`config.mk`:
```
export PLATFORM = sky130hd
export DESIGN_NAME = sub_multicycle
export DESIGN_NICKNAME = d
export VERILOG_FILES = /design/src/rtl/sub_multicycle.sv
export SDC_FILE = /design/constraint.sdc
export NUM_CORES = 1
export LEC_CHECK = 0
export ABC_AREA = 1
export BUFFER_PORTS_ARGS = -buffer_cell sky130_fd_sc_hd__buf_2
export CORE_ASPECT_RATIO = 0.6
export CORE_MARGIN = 5
export CORE_UTILIZATION = 48
export DETAILED_ROUTE_END_ITERATION = 8
export GPL_ROUTABILITY_DRIVEN = 0
export PLACE_DENSITY_LB_ADDON = 0.05
export RECOVER_POWER = 100
export SETUP_SLACK_MARGIN = 0.3
export SLEW_MARGIN = 10
export SYNTH_ARGS = -nofsm -noshare
export SYNTH_HDL_FRONTEND = slang
export SYNTH_SLANG_ARGS = --single-unit
```
`constraint.sdc`:
```
create_clock -name clk -period 2.25 [get_ports clk]
set_input_delay 0.225 -clock clk [delete_from_list [all_inputs] [get_ports clk]]
set_output_delay 0.225 -clock clk [all_outputs]
set_load 0.03 [all_outputs]
```
`src/rtl/sub_multicycle.sv`:
```
// Multi-cycle ripple-borrow subtractor: in0 - in1 - borrow_in computed one
// CHUNK_WIDTH slice per clock, LSB first, with a go/done handshake.
module sub_multicycle #(
    parameter int WIDTH       = 16,
    parameter int CHUNK_WIDTH = 4
) (
    input  logic             clk,
    input  logic             rst,
    input  logic             go,
    input  logic [WIDTH-1:0] in0,
    input  logic [WIDTH-1:0] in1,
    input  logic             borrow_in,
    output logic [WIDTH-1:0] diff,
    output logic             borrow_out,
    output logic             overflow,
    output logic             done
);

    localparam int NUM_CHUNKS = WIDTH / CHUNK_WIDTH;
    localparam int IDX_W      = (NUM_CHUNKS > 1) ? $clog2(NUM_CHUNKS) : 1;

    localparam logic [1:0] S_IDLE    = 2'd0;
    localparam logic [1:0] S_COMPUTE = 2'd1;
    localparam logic [1:0] S_DONE    = 2'd2;

    generate
        if (WIDTH < 1 || CHUNK_WIDTH < 1 || (WIDTH % CHUNK_WIDTH) != 0) begin : g_param_check
            $fatal(1, "sub_multicycle: WIDTH must be a positive multiple of CHUNK_WIDTH");
        end
    endgenerate

    typedef struct packed {
        logic [WIDTH-1:0] a;
        logic [WIDTH-1:0] b;
    } operand_t;

    logic [1:0]             state;
    logic [IDX_W-1:0]       idx_q;
    operand_t               opnd_q;
    logic                   carry_q;

    logic [CHUNK_WIDTH-1:0] a_chunk;
    logic [CHUNK_WIDTH-1:0] b_chunk;
    logic [CHUNK_WIDTH:0]   chunk_sum;
    logic [WIDTH+CHUNK_WIDTH-1:0] diff_shift;
    logic                   last_chunk;

    // Subtraction as a + ~b + carry, where the carry is an inverted borrow.
    always_comb begin
        a_chunk    = CHUNK_WIDTH'(opnd_q.a >> (idx_q * CHUNK_WIDTH));
        b_chunk    = CHUNK_WIDTH'(opnd_q.b >> (idx_q * CHUNK_WIDTH));
        chunk_sum  = {1'b0, a_chunk} + {1'b0, ~b_chunk} + {{CHUNK_WIDTH{1'b0}}, carry_q};
        diff_shift = {chunk_sum[CHUNK_WIDTH-1:0], diff};
        last_chunk = (idx_q == IDX_W'(NUM_CHUNKS - 1));
    end

    always_ff @(posedge clk) begin
        if (rst) begin
            state      <= S_IDLE;
            idx_q      <= '0;
            opnd_q     <= '0;
            carry_q    <= 1'b0;
            diff       <= '0;
            borrow_out <= 1'b0;
            overflow   <= 1'b0;
            done       <= 1'b0;
        end else begin
            case (state)
                S_IDLE, S_DONE: begin
                    if (go) begin
                        opnd_q  <= '{a: in0, b: in1};
                        carry_q <= ~borrow_in;
                        idx_q   <= '0;
                        done    <= 1'b0;
                        state   <= S_COMPUTE;
                    end
                end
                S_COMPUTE: begin
                    // Result slices enter at the top and shift down; after the
                    // last chunk the LSB slice has reached bit 0.
                    diff    <= diff_shift[WIDTH+CHUNK_WIDTH-1:CHUNK_WIDTH];
                    carry_q <= chunk_sum[CHUNK_WIDTH];
                    idx_q   <= idx_q + IDX_W'(1);
                    if (last_chunk) begin
                        state      <= S_DONE;
                        done       <= 1'b1;
                        borrow_out <= ~chunk_sum[CHUNK_WIDTH];
                        overflow   <= (opnd_q.a[WIDTH-1] != opnd_q.b[WIDTH-1]) &&
                                      (chunk_sum[CHUNK_WIDTH-1] != opnd_q.a[WIDTH-1]);
                    end
                end
                default: state <= S_IDLE;
            endcase
        end
    end

endmodule
```
# Yosys cells after proc, flatten, opt, wreduce, memory -nomap -nowiden
# Cells that the tools add are included.
op_classes:
  mux: 10
  n_reduce_logical: 9
  add_sub_neg: 3
  shift: 2
  bitwise_logic: 3
  eq_ne: 7
op_table:
  columns: ["operator", "count"]
  rows:
  - ["right shift 16 x 4 -> 4 bit", 2]
  - ["one-hot mux 2 bit (2 select lines)", 2]
  - ["AND reduction 2 bit", 4]
  - ["2-to-1 mux 2 bit", 3]
  - ["adder 4 x 4 -> 5 bit", 1]
  - ["adder 5 x 1 -> 5 bit", 1]
  - ["== test 2 bit (second input constant)", 2]
  - ["inequality test 2 bit (second input constant)", 2]
  - ["NOT 4 bit", 1]
  - ["one-hot mux 1 bit (2 select lines)", 2]
  - ["2-to-1 mux 1 bit", 3]
  - ["AND reduction 3 bit", 1]
  - ["adder 2 x 1 -> 2 bit (second input constant)", 1]
  - ["== test 2 x 1 -> 1 bit (second input constant)", 1]
  - ["logical NOT 2 bit", 1]
  - ["inequality test 1 bit", 2]
  - ["NOT 1 bit", 2]
  - ["nonzero test 2 bit", 1]
  - ["OR reduction 2 bit", 1]
  - ["logical AND 1 bit", 1]
totals:
  elab_cells: 43
  register_bits: 56
  out_inout_bits: 19
  in_bits: 36

# Logic depth before layout (Yosys ltp)
# Gate-level depths: netlist of the first run.
logic_depth:
  ltp_word: 6
  mapped_depth: 13
  mapped_depth_nobuf: 11

# Worst setup path before layout of the first run
# No wires, ideal clock.
synth_path:
  kind: "register to register"
  startpoint: "reg idx_q[0]"
  endpoint: "reg carry_q"
  n_path_buf: 2
  synth_period_minus_slack_ns: 2.206
  setup_time_ns: 0.112
  arrival_time_ns: 2.094
  stages_incl_launch_ff: 12
  required_time_ns: 2.138
  setup_slack_ns: 0.044
  path_cell_list: "dfxtp_1 > buf_4 > inv_4 > buf_6 > o21ai_0 > o22ai_1 > fa_1 > fa_1 > a21oi_1 > o21bai_1 > a21oi_2 > nor2_1"
synth_between:
  elab_chain_cells: 5
  elab_cells_between_ends: 6
  classes_between: "add/sub: 2; shift: 2; mux: 1; bitwise: 1"
synth_rtl:
  columns: ["item", "line_no", "text"]
  rows:
  - ["start: declaration", "38", "logic [IDX_W-1:0] idx_q;"]
  - ["start signal: assignment", "83", "idx_q <= idx_q + IDX_W'(1);"]
  - ["right shift 16 x 4 -> 4 bit", "51", "b_chunk = CHUNK_WIDTH'(opnd_q.b >> (idx_q * CHUNK_WIDTH));"]
  - ["NOT 4 bit", "52", "chunk_sum = {1'b0, a_chunk} + {1'b0, ~b_chunk} + {{CHUNK_WIDTH{1'b0}}, carry_q};"]
  - ["adder 4 x 4 -> 5 bit (*)", "52", null]
  - ["adder 5 x 1 -> 5 bit (*)", "52", null]
  - ["one-hot mux 1 bit (2 select lines) (*)", "68", "case (state)"]
  - ["end signal: assignment", "72", "carry_q <= ~borrow_in;"]
  - ["end signal: assignment", "82", "carry_q <= chunk_sum[CHUNK_WIDTH];"]
  - ["end: declaration", "40", "logic carry_q;"]
# Every way passes the cells marked *; elsewhere a longest branch is shown, timed or not.
# A chain may end at the register's enable or synchronous reset.

# Final worst setup path of the first run
# Same ends and word-level chain as after synthesis.

==> flow_metrics.py, run 1 <==
metrics = {
    "outcome": {
        "status": "finished, final reports clean",
    },
    "sta": {
        "finalSetupViolations": 0,
        "layout_worst_path_cycle_share_pct": 88.8,
        "rsz0062_at_grt": "yes",
        "final.setup.tns_ns": 0,
        "tightest_slew_ns": 0.651,
        "hold_violations": 0,
        "slew_violations": 0,
        "skew_ns": 0.00667,
        "post-route-min-period_ns": 2.00,
        "max_freq_ghz": 0.500,
        "relSlewSlack_pct": 56.5,
    },
    "die": {
        "rows": 20,
        "coreArea_um2": 4980,
        "io_pins": 55,
        "fp.dieH_um": 65.2,
        "fp.dieW_um": 102,
        "start_util_pct": 48.9,
        "dieArea_um2": 6650,
    },
    "worst_setup_path": {
        "critPathMaxStageDelay_ns": 0.39,
        "critPathCaptureType": "flip-flop",
        "slowest_stage": "dfxtp_4",
        "crit_fanout": 8,
        "path_cells": "inv_6, nand2_2, a32o_2, fa_2, fa_2, a21oi_1, o21bai_2, a21oi_2, nor2_1",
        "startpoint_type": "flip-flop",
        "crit_arrival_ns": 2.21,
        "required_ns": 2.46,
        "worstRegToRegCells": 9,
        "path_class": "reg -> reg",
        "timing.critical_path.mode_cell": "fa_2",
    },
    "global_route": {
        "use_met3_pct": 4.14,
        "use_met1_pct": 28.1,
        "grt_pass1_vias": 1988,
        "antenna_found_initial": 0,
        "grt_util_met2_pct": 24.4,
        "grtUsageTotal_pct": 18.1,
        "globalRouteOverflowTotal": 0,
        "gr-max-usage-layer": "met1",
        "grt_pass1_wl_mm": 9.47,
        "grt_max_degree": 51,
    },
    "drt": {
        "ant_nets": 0,
        "wirelength_mm": 5.59,
        "wire_per_inst_um": 12.7,
        "via_per_inst": 4.98,
        "drc": 0,
        "drtIter0Drc": 160,
        "firstDrtPassIters": 4,
        "vias": 2194,
    },
    "final_layout": {
        "fin_nets": 416,
        "diodes": 0,
        "synthToLayoutAreaGrowth_pct": 18.7,
        "final_area_um2": 2890,
        "drive_gt1_share_pct": 20.0,
        "fillCellCount": 500,
    },
    "placed_design": {
        "place_hpwl_mm": 4.03,
        "io_buffers": 54,
        "placed_cell_area_um2": 2710,
    },
    "run": {
        "max_cap_violations": 0,
    },
    "clock_tree": {
        "cts_max_path_buffers": 2,
        "cts_root_buf": "clkbuf_8",
        "clk_pin_slew_ns": 0.09,
        "cts_tree": "built",
        "cts_sinks": 56,
        "numCtsBuffers": 5,
        "insertion_delay_ns": 0.31,
        "h-tree-depth": 2,
        "holdBufCountCts": 0,
    },
    "power": {
        "p_leak_nw": 1.24,
        "vdd_drop_max_v": 0.000300,
        "power_density_nw_per_um2": 814,
    },
    "yosys": {
        "yosysWarningCount": 0,
        "synth_nets": 361,
        "yosys.area.top_type": "dfxtp_1",
        "synth_most_common_cell": "nor2_1",
        "synth_seq_area_share_pct": 46.0,
        "async_flop_share_pct": 0,
        "synth-edff-count": 0,
        "synth_cell_types": 29,
        "ys_top_cells_by_count": "nor2_1 (102), dfxtp_1 (56), o21ai_0 (55), nand2_1 (16), a21oi_1 (15)",
        "synth_top_area_share_pct": 46.0,
        "syn_inst": 319,
        "netlist_area_um2": 2440,
        "ys_ff_latch": 56,
        "ys.flop_type": "dfxtp_1",
        "ys_top_cells_by_area": "dfxtp_1 (46%), nor2_1 (16%), o21ai_0 (11%)",
        "postSynthAreaPerCell_um2": 7.64,
    },
    "min_path": {
        "hold_depth": 3,
        "min_path_type": "in -> reg",
    },
}
-- worst paths after layout --
kind | from | endpoint | slack [ns]
worst min register to register | done | done | 0.48
worst max-delay path | idx_q[0] | carry_q | 0.25
worst max register to register | idx_q[0] | carry_q | 0.25
worst min-delay path | in1[10] | opnd_q[10] | 0.16
-- state kept, by name (all words and copies together) (netlist names) --
signal	flops
borrow_out	1
idx_q	2
state	2
opnd_q	32
carry_q	1
diff	16
overflow	1
done	1
-- critical path, delay by kind of cell (launching register included) --
kind | cells | cell delay (ns)
compound gates | 4 | 0.62
fa+ha+maj | 2 | 0.71
buf+inv | 1 | 0.09
flops | 1 | 0.39
simple gates | 2 | 0.09
-- metrics by stage --
stage / util (%) / hold slack (ns) / worst slack [ns] / std cells / total power, mW
after floorplan: - / 0.287 / 0.160 / 319 / 1.55
after CTS: 58.5 / 0.152 / 0.251 / 440 / 2.37
after global placement: 54.4 / 0.452 / 0.147 / 425 / 1.67
after global routing: 58.1 / 0.154 / 0.0998 / 441 / 2.50
after detailed placement: 54.4 / 0.457 / 0.113 / 425 / 1.68
final: 58.1 / 0.155 / 0.251 / 441 / 2.36
-- logic make-up (layout without fill, tap and decap cells) --
group           count (synthesis)  after routing  synth area share [%]
simple gates                  134            134                  22.2
fa+ha+maj                       6              6                  3.70
flops                          56             56                  46.0
xor+xnor                        1              1                 0.359
buf+inv                        36             92                  8.37
compound gates                 86             86                  19.4
-- area by class of cell --
type | count | area [µm²] | area share, %
Clock buffer | 6 | 72.6 | 2.51
Multi-Input combinational cell | 227 | 1150 | 39.6
Tap cell | 66 | 82.6 | 2.85
Clock inverter | 2 | 35.0 | 1.21
Sequential cell | 56 | 1130 | 39.0
Inverter | 16 | 65.1 | 2.25
Timing Repair Buffer | 68 | 363 | 12.5
-- routing by layer --
layer	part of all wire [%]	routed length (µm)
met5	0	0
met4	0.84	47
met3	6.7	374
met2	40	2230
met1	53	2940
-- power by group --
| group | total, mW | switching (mW) | internal [mW] |
|---|---|---|---|
| combinational | 0.580 | 0.341 | 0.239 |
| clock | 0.643 | 0.313 | 0.331 |
| sequential | 1.13 | 0.0599 | 1.07 |
-- layout by cell type (no fill, tap or decap), drive strengths merged --
cell type / instances
o21bai: 1
a21oi: 16
o22ai: 4
nand3: 11
nor2: 103
xnor2: 1
inv: 16
a32o: 3
buf: 47
nand3b: 1
clkinv: 1
bufinv: 1
clkbuf: 27
fa: 2
o211ai: 1
ha: 4
nand2: 19
o21a: 1
a211oi: 1
dfxtp: 56
o21ai: 59
-- what timing repair did --
item,in CTS,in global routing
setup buffers,7,1
setup endpoints to repair,6,6
pin swaps,7,4
gates resized for setup,11,5
Power figures use the tool's default switching activity.
==> run 2: changes to the inputs <==
--- a/config.mk
+++ b/config.mk
@@ -7,11 +7,14 @@
 export LEC_CHECK = 0
 export ABC_AREA = 1
 export BUFFER_PORTS_ARGS = -buffer_cell sky130_fd_sc_hd__buf_2
+export CELL_PAD_IN_SITES_DETAIL_PLACEMENT = 1
+export CELL_PAD_IN_SITES_GLOBAL_PLACEMENT = 1
 export CORE_ASPECT_RATIO = 0.6
-export CORE_MARGIN = 5
-export CORE_UTILIZATION = 48
+export CORE_MARGIN = 2
+export CORE_UTILIZATION = 35
 export DETAILED_ROUTE_END_ITERATION = 8
 export GPL_ROUTABILITY_DRIVEN = 0
+export MAX_ROUTING_LAYER = met4
 export PLACE_DENSITY_LB_ADDON = 0.05
 export RECOVER_POWER = 100
 export SETUP_SLACK_MARGIN = 0.3
==> run 2 against run 1 <==
  * Clock skew barely moved
  * Non-clock buffer count rose by 2
  * Routed wire length rose by 24%
  * Largest power group unchanged
  * Register-to-register slack got worse by 0.05 ns
  * Sequential cell count did not move
  * Worst hold slack improved by 0.013 ns
  * Total power rose by 15%
  * Worst setup slack got worse by 0.045 ns
  * Critical path type unchanged
  * Utilization fell by 12 points
  * Sequential share of layout area fell by 2.7 points
==> flow_metrics.py, run 2 (synthesized netlist as in run 1, its figures left out) <==
metrics = {
    "die": {
        "rows": 23,
        "fp.dieH_um": 68.6,
        "dieArea_um2": 7670,
        "coreArea_um2": 6710,
        "start_util_pct": 36.4,
        "io_pins": 55,
        "fp.dieW_um": 112,
    },
    "clock_tree": {
        "numCtsBuffers": 5,
        "cts_sinks": 56,
        "holdBufCountCts": 0,
        "cts_root_buf": "clkbuf_16",
        "cts_tree": "built",
        "clk_pin_slew_ns": 0.07,
        "cts_max_path_buffers": 2,
        "insertion_delay_ns": 0.30,
        "h-tree-depth": 2,
    },
    "worst_setup_path": {
        "crit_arrival_ns": 2.20,
        "cpLargestDelayFamily": "adder cells",
        "slowest_stage": "dfxtp_2",
        "startpoint_type": "flip-flop",
        "crit_fanout": 6,
        "path_class": "reg -> reg",
        "critPathCaptureType": "flip-flop",
        "timing.critical_path.mode_cell": "fa_2",
        "cp_num_buf_inv": 2,
        "path_cells": "buf_8, o21ai_4, o22ai_2, fa_2, fa_2, buf_4, xnor2_2, a21oi_1",
        "critPathMaxStageDelay_ns": 0.38,
        "required_ns": 2.41,
    },
    "placed_design": {
        "io_buffers": 54,
        "place_hpwl_mm": 4.75,
        "place_inst": 445,
    },
    "global_route": {
        "grt_max_degree": 51,
        "gr-max-usage-layer": "met2",
        "use_met1_pct": 26.5,
        "grtUsageTotal_pct": 19.2,
        "grt_pass1_vias": 2153,
        "use_met3_pct": 4.11,
        "grt_pass1_wl_mm": 11.0,
        "antenna_found_initial": 0,
        "grt_util_met2_pct": 28.7,
        "globalRouteOverflowTotal": 0,
    },
    "final_layout": {
        "drive_gt1_share_pct": 24.7,
        "final_cell_mix": "nor2_1 (101), dfxtp_1 (54), o21ai_0 (50), buf_2 (35), clkbuf_1 (19)",
        "final_core_util_pct": 46.3,
        "diodes": 0,
        "layout_commonest_cell": "nor2_1",
        "synthToLayoutAreaGrowth_pct": 27.4,
        "final_cells": 464,
        "regMostFlops": "opnd_q",
        "top_regs": "opnd_q x32, diff x16",
        "largest_register_ffs": 32,
        "fin_nets": 418,
    },
    "power": {
        "swShare_pct": 30.8,
        "comb_power_share_pct": 25.3,
        "p_int_mw": 1.88,
        "p_leak_nw": 1.30,
        "switching_power_uw": 838,
        "power_density_nw_per_um2": 877,
        "vdd_drop_max_v": 0.000328,
        "seq_power_share_pct": 42.0,
        "p_clk_share_pct": 32.8,
    },
    "sta": {
        "skew_ns": 0.00627,
        "rsz0062_at_grt": "yes",
        "max_freq_ghz": 0.489,
        "post-route-min-period_ns": 2.04,
        "finalSetupViolations": 0,
        "whs_ns": 0.168,
        "final.setup.tns_ns": 0,
        "hold_violations": 0,
        "tightest_slew_ns": 0.915,
        "slew_violations": 0,
        "relSlewSlack_pct": 38.9,
        "layout_worst_path_cycle_share_pct": 90.8,
    },
    "min_path": {
        "min_path_type": "in -> reg",
    },
    "outcome": {
        "status": "finished, final reports clean",
    },
    "run": {
        "max_cap_violations": 0,
    },
    "drt": {
        "drc": 0,
        "firstDrtPassIters": 4,
        "vias": 2277,
        "via_per_inst": 4.91,
        "drtIter0Drc": 75,
        "wire_per_inst_um": 15.0,
        "ant_nets": 0,
        "wirelength_mm": 6.95,
    },
}
==> run 2: cell count changes in the layout (fill, tap and decap cells not counted), moves of 2 or more <==
cell,previous run,this run
nor2_1,103,101
a21oi_1,14,12
clkbuf_16,0,5
a32o_1,2,0
a32o_2,1,3
nand3_2,1,3
o21ai_1,3,6
buf_4,10,12
nand3_1,10,7
o21ai_0,54,50
clkbuf_8,5,0
==> run 2: final timing paths <==
check	from	endpoint	slack, ns	cells after the start
max reg2reg	idx_q[0]	diff[14]	0.21	8
min	in0[8]	opnd_q[24]	0.17	3
max	idx_q[0]	diff[14]	0.21	8
min reg2reg	done	done	0.47	2
==> run 2: what timing repair did <==
action,in CTS,in global routing
endpoints found under the setup margin,6,6
resized for setup,19,21
gates cloned,1,0
setup buffers,6,4
pin swaps,11,5
==> run 2: cell type report <==
class | count | area [µm²]
clock buffers | 5 | 125
clock inverters | 3 | 42.5
fillers | 851 | 3600
inverters | 16 | 70.1
multi-input cells | 227 | 1240
flip-flops and latches | 56 | 1130
well taps | 87 | 109
repair buffers | 70 | 389
==> run 2: tightest hold or removal path, cell delays in order <==
cell	delay [ns]
buf_2	0.08
o21ai_1	0.06
nor2_1	0.07
==> run 2: stage by stage <==
stage / instance area [µm²] / power (mW) / setup slack, ns
after detailed placement: 2730 / 1.70 / 0.0861
after global placement: 2730 / 1.68 / 0.160
after floorplan: 2460 / 1.55 / 0.160
after CTS: 3050 / 2.67 / 0.214
after global routing: 3100 / 2.88 / 0.0535
final: 3100 / 2.72 / 0.206
==> run 2: layer usage <==
metal | wire [µm] | up-vias
li1 | - | 1157
met1 | 3640 | 1069
met2 | 2920 | 41
met3 | 297 | 10
met4 | 93 | 0
met5 | 0 | -
==> run 2: power by group through the flow <==
| stage | clock (mW) | sequential, mW | combinational [mW] |
|---|---|---|---|
| 2_1_floorplan | 0 | 1.19 | 0.360 |
| 3_3_place_gp | 0 | 1.16 | 0.522 |
| 3_5_place_dp | 0 | 1.16 | 0.538 |
| 4_1_cts | 0.912 | 1.14 | 0.620 |
| 5_1_grt | 0.960 | 1.15 | 0.769 |
| 6_report | 0.892 | 1.14 | 0.687 |
==> run 3: changes to the inputs <==
--- a/config.mk
+++ b/config.mk
@@ -10,7 +10,6 @@
 export CELL_PAD_IN_SITES_DETAIL_PLACEMENT = 1
 export CELL_PAD_IN_SITES_GLOBAL_PLACEMENT = 1
 export CORE_ASPECT_RATIO = 0.6
-export CORE_MARGIN = 2
 export CORE_UTILIZATION = 35
 export DETAILED_ROUTE_END_ITERATION = 8
 export GPL_ROUTABILITY_DRIVEN = 0
==> run 3 against run 2 <==
  * Cell count increased by 0.43%
  * Sequential cell count unchanged
  * Via count decreased by 0.97%
  * Die area shrank 4.7%
  * Sequential share of layout area increased by 0.44 points
  * Combinational power is 5.1% lower
  * Non-clock buffer count rose by 2
  * First-iteration DRC count is 15% lower
  * Largest cell class unchanged
  * Highest routed layer unchanged
==> flow_metrics.py, run 3 (synthesized netlist as in run 1, its figures left out) <==
metrics = {
    "outcome": {
        "status": "finished, final reports clean",
    },
    "drt": {
        "ant_nets": 0,
        "wirelength_mm": 6.81,
        "wire_per_inst_um": 14.6,
        "via_per_inst": 4.84,
        "vias": 2255,
        "drc": 0,
        "firstDrtPassIters": 4,
        "drtIter0Drc": 64,
    },
    "final_layout": {
        "fin_nets": 420,
        "final_core_util_pct": 45.6,
        "drive_gt1_share_pct": 24.5,
        "layout_commonest_cell": "nor2_1",
        "fillCellCount": 834,
        "regMostFlops": "opnd_q",
        "diodes": 0,
        "final_cell_mix": "nor2_1 (102), dfxtp_1 (54), o21ai_0 (46), buf_2 (35), clkbuf_1 (20)",
        "final_area_um2": 3060,
        "final_cells": 466,
        "synthToLayoutAreaGrowth_pct": 25.6,
        "largest_register_ffs": 32,
        "top_regs": "opnd_q x32, diff x16",
    },
    "global_route": {
        "grt_pass1_vias": 2155,
        "grt_max_degree": 41,
        "antenna_found_initial": 0,
        "globalRouteOverflowTotal": 0,
        "grt_pass1_wl_mm": 10.8,
        "grtUsageTotal_pct": 20.5,
    },
    "sta": {
        "tightest_slew_ns": 0.935,
        "relSlewSlack_pct": 37.6,
        "whs_ns": 0.171,
        "hold_violations": 0,
        "layout_worst_path_cycle_share_pct": 91.8,
        "skew_ns": 0.00589,
        "rsz0062_at_grt": "yes",
        "finalSetupViolations": 0,
        "post-route-min-period_ns": 2.07,
        "max_freq_ghz": 0.484,
        "final.setup.tns_ns": 0,
        "worst_slack_ns": 0.184,
        "slew_violations": 0,
    },
    "worst_setup_path": {
        "worstRegToRegCells": 8,
        "critPathCaptureType": "flip-flop",
        "reg2reg_slack_ns": 0.18,
        "startpoint_type": "flip-flop",
        "path_class": "reg -> reg",
        "crit_arrival_ns": 2.25,
        "reg2reg_to": "carry_q",
        "crit_fanout": 7,
        "required_ns": 2.44,
        "rr_startpoint": "idx_q[0]",
    },
    "min_path": {
        "min_path_type": "in -> reg",
        "hp-start": "in1[10]",
        "min_to": "opnd_q[10]",
        "hold_depth": 3,
    },
    "die": {
        "fp.dieW_um": 110,
        "start_util_pct": 36.4,
        "rows": 23,
        "coreArea_um2": 6710,
        "dieArea_um2": 7310,
        "fp.dieH_um": 66.6,
        "io_pins": 55,
    },
    "clock_tree": {
        "cts_max_path_buffers": 2,
        "h-tree-depth": 2,
        "insertion_delay_ns": 0.30,
        "cts_root_buf": "clkbuf_16",
        "numCtsBuffers": 5,
        "holdBufCountCts": 0,
        "cts_tree": "built",
        "clk_pin_slew_ns": 0.07,
        "cts_sinks": 56,
    },
    "power": {
        "p_leak_nw": 1.29,
        "power.total_mw": 2.67,
        "power_density_nw_per_um2": 872,
        "vdd_drop_max_v": 0.000392,
    },
    "placed_design": {
        "place_hpwl_mm": 4.74,
        "pre_cts_slack_ns": 0.0505,
        "placed_cell_area_um2": 2750,
        "io_buffers": 54,
        "place_inst": 448,
    },
    "run": {
        "max_cap_violations": 0,
    },
}
[run 3: timing repair]
item,4_1_cts,5_1_grt
pin swaps,8,8
gates resized for setup,11,22
setup buffers,8,2
endpoints found under the setup margin,6,6
[run 3: cell type report]
class                   instances  area (µm²)  area share [%]
flip-flops and latches         56        1120            36.7
well taps                      87         109            3.56
clock buffers                   6         129            4.21
inverters                      16        66.3            2.17
clock inverters                 2        35.0            1.14
repair buffers                 72         383            12.5
multi-input cells             227        1210            39.7
[run 3: where the power goes]
part	switching, mW	total [mW]	internal (mW)
Clock	0.353	0.877	0.524
Sequential	0.0634	1.14	1.08
Combinational	0.388	0.652	0.264
[run 3: how the worst max path moves through the flow]
stage	startpoint	to	slack (ns)	cells after the start
finish	idx_q[0]	carry_q	0.18	8
global route	idx_q[0]	carry_q	0.08	9
CTS	idx_q[0]	carry_q	0.24	9
detailed placement	idx_q[0]	carry_q	0.05	9
global placement	idx_q[0]	carry_q	0.13	9
floorplan	idx_q[0]	carry_q	0.16	10
[run 3: worst max-delay path, stage by stage, from the launching register on]
cell	delay, ns
dfxtp_2	0.44
nand2_1	0.08
a32o_2	0.27
fa_2	0.36
fa_2	0.36
a21oi_2	0.17
o21bai_2	0.10
a21oi_2	0.12
nor2_1	0.05
[run 3: metal layers]
layer	GRT usage (%)	share of wire [%]	vias up
met4	5.67	0.96	0
met2	29.8	42	30
met5	-	0	-
met1	27.9	54	1056
li1	-	-	1162
met3	5.28	3.6	7
